### config.mk
export PLATFORM = sky130hd
export DESIGN_NAME = multi_4_row_bypass
export DESIGN_NICKNAME = d
export VERILOG_FILES = /design/src/rtl/multi_4_row_bypass.sv
export SDC_FILE = /design/constraint.sdc
export NUM_CORES = 1
export LEC_CHECK = 0
export ABC_AREA = 1
export CORE_MARGIN = 1
export CORE_UTILIZATION = 50
export CTS_BUF_LIST = sky130_fd_sc_hd__clkbuf_4 sky130_fd_sc_hd__clkbuf_8
export CTS_CLUSTER_DIAMETER = 150
export DETAILED_ROUTE_END_ITERATION = 6
export PLACE_DENSITY_LB_ADDON = 0.15
export SLEW_MARGIN = 20
export SYNTH_ARGS = -nofsm -noshare
export SYNTH_HDL_FRONTEND = slang
export SYNTH_SLANG_ARGS = --single-unit
### constraint.sdc
create_clock -name clk -period 1.05 [get_ports clk]
set_clock_uncertainty 0.1 [all_clocks]
set_input_delay 0.21 -clock clk [delete_from_list [all_inputs] [get_ports clk]]
set_output_delay 0.21 -clock clk [all_outputs]
set_load 0.05 [all_outputs]
### src/rtl/multi_4_row_bypass.sv
// Unsigned 4x4 row-bypassing array multiplier with a registered 8-bit product.
// Each adder row whose multiplier bit is 0 has its operands forced to zero,
// so it does not toggle, and a mux passes the previous running sum straight through.
// Ports:
//   clk       rising-edge clock
//   rst_n     asynchronous active-low reset
//   in_valid  qualifies a and b this cycle
//   a         multiplicand (4 bits, unsigned)
//   b         multiplier (4 bits, unsigned); b[i] enables row i
//   pro       registered product (8 bits)
//   out_valid pro holds a new product

// One-bit full adder.
module multi_4_row_bypass_fa (
    input  logic x,
    input  logic y,
    input  logic ci,
    output logic s,
    output logic co
);
    assign s  = x ^ y ^ ci;
    assign co = (x & y) | (ci & (x ^ y));
endmodule

// One ripple row of four full adders plus its bypass mux.
// Adds a to the running sum when en is set; otherwise it forwards the running
// sum shifted down by one (the same result as adding zero).
module multi_4_row_bypass_row (
    input  logic [3:0] a,
    input  logic [3:0] sum_in,
    input  logic       en,
    output logic       lsb,
    output logic [3:0] sum_out
);
    logic [3:0] op_a;
    logic [3:0] op_s;
    logic [3:0] fa_sum;
    logic       c1;
    logic       c2;
    logic       c3;
    logic       cout;
    logic [4:0] add_res;
    logic [4:0] row_out;

    // Operand gating keeps a bypassed row quiet.
    assign op_a = en ? a : 4'h0;
    assign op_s = en ? sum_in : 4'h0;

    multi_4_row_bypass_fa u_fa0 (.x(op_a[0]), .y(op_s[0]), .ci(1'b0), .s(fa_sum[0]), .co(c1));
    multi_4_row_bypass_fa u_fa1 (.x(op_a[1]), .y(op_s[1]), .ci(c1),   .s(fa_sum[1]), .co(c2));
    multi_4_row_bypass_fa u_fa2 (.x(op_a[2]), .y(op_s[2]), .ci(c2),   .s(fa_sum[2]), .co(c3));
    multi_4_row_bypass_fa u_fa3 (.x(op_a[3]), .y(op_s[3]), .ci(c3),   .s(fa_sum[3]), .co(cout));

    assign add_res = {cout, fa_sum};

    // Bypass: previous sum bits pass unchanged, carry-in position becomes 0.
    assign row_out = en ? add_res : {1'b0, sum_in};

    assign lsb     = row_out[0];
    assign sum_out = row_out[4:1];
endmodule

// Top: row 0 is a plain AND row, rows 1..3 are bypassable adder rows.
module multi_4_row_bypass (
    input  logic       clk,
    input  logic       rst_n,
    input  logic       in_valid,
    input  logic [3:0] a,
    input  logic [3:0] b,
    output logic [7:0] pro,
    output logic       out_valid
);
    localparam int unsigned AW = 4;
    localparam int unsigned PW = 2 * AW;

    logic [AW-1:0] pp0;
    logic [AW-1:0] run0;
    logic [AW-1:0] run1;
    logic [AW-1:0] run2;
    logic [AW-1:0] run3;
    logic          lsb1;
    logic          lsb2;
    logic          lsb3;
    logic [PW-1:0] pro_c;

    assign pp0  = a & {AW{b[0]}};
    assign run0 = {1'b0, pp0[AW-1:1]};

    multi_4_row_bypass_row u_row1 (.a(a), .sum_in(run0), .en(b[1]), .lsb(lsb1), .sum_out(run1));
    multi_4_row_bypass_row u_row2 (.a(a), .sum_in(run1), .en(b[2]), .lsb(lsb2), .sum_out(run2));
    multi_4_row_bypass_row u_row3 (.a(a), .sum_in(run2), .en(b[3]), .lsb(lsb3), .sum_out(run3));

    // Final row's running sum forms the top nibble.
    assign pro_c = {run3, lsb3, lsb2, lsb1, pp0[0]};

    // Output register: capture on in_valid, hold otherwise.
    always_ff @(posedge clk or negedge rst_n) begin
        if (!rst_n) begin
            pro       <= '0;
            out_valid <= 1'b0;
        end else begin
            if (in_valid) begin
                pro <= pro_c;
            end
            out_valid <= in_valid;
        end
    end
endmodule

==> results of run 1 <==
-- cells by family after synthesis --
family,count (synthesis)
adders and majority gates,12
and+or+nand+nor,55
AOI/OAI and AO/OA,14
DFF,9
buffers and inverters,18
-- repair_timing --
action / CTS
hold buffers: 0
gates resized for setup: 41
endpoints found under the setup margin: 17
gates cloned: 0
buffers inserted: 9
pin swaps: 19
-- metrics by stage --
stage          hold WS, ns  worst slack, ns  instances  setup TNS, ns
4_1_cts              0.110            -3.05        177         -14.42
3_5_place_dp         0.405            -3.86        164         -19.37
3_3_place_gp         0.405            -3.71        164         -18.47
2_1_floorplan       -0.186            -3.12        108         -13.87
-- cells in the mapped netlist, drive strengths merged --
cell    count  area [um2]
nor3        1        5.00
o31ai       1        7.51
dfrtp       9         225
nand2      33         124
o211ai      1        7.51
o21ai       4        20.0
a21oi       7        35.0
inv        15        61.3
fa          8         160
nand3       9        45.0
ha          4        50.1
buf         3        23.8
or2         1        6.26
nor2       11        41.3
o22a        1        8.76
==> impl_metrics.toml, run 1 <==
[yosys]
synthesis.nets = 131
postSynthCellCount = 108
synth_mux_area_frac = 0
synth_fa_ha_area_frac = 0.256
syn-cell-area_um2 = 821
synth.distinct_cells = 20
yosysSeqAreaShare = 0.274
ys_ff_latch = 9
synth_top_family_by_area = "simple AND/OR/NAND/NOR gates"
synth-compound-area-share = 0.0960
yosys.area_share.simple = 0.270
synth_area_per_cell_um2 = 7.60
yosysWarningCount = 0
synth_xor_area_frac = 0

[cts]
h-tree-depth = 1
cts_buffers = 3
cts_buffer_depth = 2
cts_sinks = 9
root_buffer = "clkbuf_4"

[outcome]
stop_stage = "5_1_grt"
toolErrorMsg = "[ERROR DPL-0038] Utilization greater than 100%, impossible to legalize"
status = "did not finish"

[placement]
port-buffer-count = 19
place_congestion = 0.867
hpwl_um = 1930
postPlaceCellArea_um2 = 1320

[sta]
grt_worst_setup_endpoint = "pro[6]$_DFFE_PN0P_/D"
worst_endpoint_kind = "register data pin"

[die]
io_pins = 20
die_x_um = 42.5
start_util = 0.539
die_h_um = 42.5
rows = 14

[global_route]
grt_max_degree = 11
==> inputs of run 2 (changes only) <==
--- a/config.mk
+++ b/config.mk
@@ -6,11 +6,9 @@
 export NUM_CORES = 1
 export LEC_CHECK = 0
 export ABC_AREA = 1
-export CORE_MARGIN = 1
-export CORE_UTILIZATION = 50
-export CTS_BUF_LIST = sky130_fd_sc_hd__clkbuf_4 sky130_fd_sc_hd__clkbuf_8
-export CTS_CLUSTER_DIAMETER = 150
+export CORE_AREA = 2 2 63 65
 export DETAILED_ROUTE_END_ITERATION = 6
+export DIE_AREA = 0 0 65 67
 export PLACE_DENSITY_LB_ADDON = 0.15
 export SLEW_MARGIN = 20
 export SYNTH_ARGS = -nofsm -noshare
==> impl_metrics.toml, run 2 <==
[finish]
nets = 183
regMostFlops = "pro"
drive_gt1_frac = 0.465
insertedDiodeCount = 0
layout_common_cells = "31 x buf_4, 27 x nand2_1, 10 x buf_12"
layout_commonest_cell = "buf_4"
syn_to_final_growth_pct = 84.6
largest_reg_flops = 8
fin_cells = 207
reg.largest.list = "pro x8, out_valid x1"

[yosys]
synth-main-ff-cell = "dfrtp_1"
synth_largest_area_cell = "dfrtp_1"
yosysSeqAreaShare = 0.274
synth.distinct_cells = 20
yosysMostFrequentCell = "nand2_1"
synth_top_family_by_area = "simple AND/OR/NAND/NOR gates"
synth_top_area_frac = 0.274
ys_ff_latch = 9
synth_fa_ha_area_frac = 0.256
synth_xor_area_frac = 0
yosys.area_share.simple = 0.270
synth_mux_area_frac = 0
synth_edf_count = 0
postSynthCellCount = 108
synth_area_per_cell_um2 = 7.60
synth_common_cells = "33 x nand2_1, 11 x inv_1, 11 x nor2_1"
syn-cell-area_um2 = 821
synth-compound-area-share = 0.0960
yosysWarningCount = 0
synthArstFlopShare = 1.00
synthesis.nets = 131
synthTopCellsByArea = "dfrtp_1 27%, fa_1 20%, nand2_1 15%, ha_1 6.1%, nand3_1 5.5%"

[outcome]
violations = "negative setup slack"
status = "finished with violations"

[sta]
setup-violations-final = 16
hold_viol_final = 0
slew_violations = 0
timing.fmax_mhz = 247
period_minus_slack_ns = 4.06
worst_pin_slew_ns = 0.415
slew_headroom = 0.723
fin_ws_ns = -3.01
rsz0062_at_grt = "yes"
period_share = 3.86

[cts]
tritoncts = "done"
cts_hold_buf = 0
h-tree-depth = 1
clk_latency_ns = 0.23
cts_buffers = 3
cts_buffer_depth = 2
root_buffer = "clkbuf_8"
cts_sinks = 9
clkTransAtPathRegs_ns = 0.04

[die]
core-area_um2 = 3610
rows = 22
die_h_um = 67
dieArea_um2 = 4360
start_util = 0.228
die_x_um = 65
io_pins = 20

[critical_path]
timing.rr.end = "pro[1]"
start_kind = "primary input"
r2r_slack_ns = 0.18
worstPathRequired_ns = 1.07
crit_type = "primary input to flop"
cp.arrival_ns = 4.07
reg2reg_from = "pro[1]"
cp_max_fo = 4
endpoint_kind = "flop"
worstRegToRegCells = 3

[power_and_ir_drop]
switchingPower_uw = 489
p_total_mw = 1.46
p_sw_frac = 0.335
combPwrFrac = 0.444
power_leakage_nw = 0.740
p_per_area_nw_per_um2 = 965
ir_drop_mv = 0.661
clockPowerShare = 0.270
seq_power_share = 0.286
internal_power_uw = 973

[global_route]
grt_pass1_vias = 903
grt_usage = 0.116
antenna_found_initial = 0
grt_pass1_wl_um = 3810
grt_max_degree = 11
overflow = 0

[job]
max_cap_viol_count = 0

[placement]
placed_cells = 200
port-buffer-count = 19
place_congestion = 0.770
hpwl_um = 1880

[drt]
drc = 0
via_count = 879
routed_wirelength_um = 2160
dr.pass1.iters = 2
ant_nets = 0
vias_per_cell = 4.25
drt_iter0_markers = 18
post_drt_wl_per_cell_um = 10.4

[hold_path]
hp-class = "primary input to async pin"
-- run 2: cell counts after synthesis --
No cell type changed its count.
-- run 2: worst max-delay path: stages --
cell and delay (ns):
buf_12 0.11, nand2_4 0.06, inv_2 0.04, ha_4 0.15, fa_2 0.34, inv_2 0.06
fa_1 0.42, nand2_2 0.09, nand3_2 0.07, fa_2 0.36, fa_2 0.40, fa_1 0.47
o21ai_2 0.17, nand2_1 0.08, fa_2 0.34, fa_1 0.50, o21ai_1 0.07, o22a_1 0.16
-- run 2: how the worst max path moves through the flow --
stage	from	endpoint	slack (ns)
floorplan	b[1]	pro[6]	-3.12
global placement	b[1]	pro[6]	-3.74
detailed placement	b[1]	pro[6]	-3.79
CTS	b[1]	pro[6]	-3.14
global route	b[1]	pro[6]	-3.20
finish	b[1]	pro[6]	-3.01
-- run 2: metal layers --
metal,part of all wire,track usage,up-vias
li1,-,-,442
met1,0.40,0.125,420
met2,0.55,0.219,15
met3,0.051,0.0405,2
met4,0.0037,0.0239,0
met5,0,0,-
-- run 2: kinds of logic after synthesis --
| kind of cell | count (synthesis) |
|---|---|
| adders and majority gates | 12 |
| AOI/OAI and AO/OA | 14 |
| DFF | 9 |
| buffers and inverters | 18 |
| and+or+nand+nor | 55 |
-- run 2: final cells by class --
| class | count | area (um2) |
|---|---|---|
| inverters | 15 | 66.3 |
| well taps | 48 | 60.1 |
| clock buffers | 4 | 45.0 |
| repair buffers | 50 | 524 |
| fillers | 361 | 2090 |
| flip-flops and latches | 9 | 225 |
| multi-input cells | 81 | 594 |
-- run 2: stage by stage --
step,util,hold slack (ns),setup TNS [ns],area (um2),worst slack (ns)
2_1_floorplan,-,-0.186,-13.87,870,-3.12
3_3_place_gp,0.385,0.430,-18.33,1390,-3.74
3_5_place_dp,0.385,0.431,-18.64,1390,-3.79
4_1_cts,0.410,0.192,-14.62,1480,-3.14
5_1_grt,0.420,0.208,-14.85,1520,-3.20
6_report,0.420,0.180,-13.60,1520,-3.01
-- run 2: repair_timing --
item / CTS / global route
setup endpoints to repair: 16 / 17
buffers inserted: 4 / 0
gates resized for setup: 27 / 19
pin swaps: 17 / 18
hold endpoints to repair: 0 / 0
-- run 2: power groups by stage --
stage	clock network (mW)	registers (mW)	logic, mW
floorplan	0	0.523	0.181
global placement	0	0.423	0.607
detailed placement	0	0.424	0.613
CTS	0.408	0.419	0.641
global route	0.432	0.421	0.708
finish	0.395	0.418	0.650
Note: power is estimated with default switching activity, not from simulation.
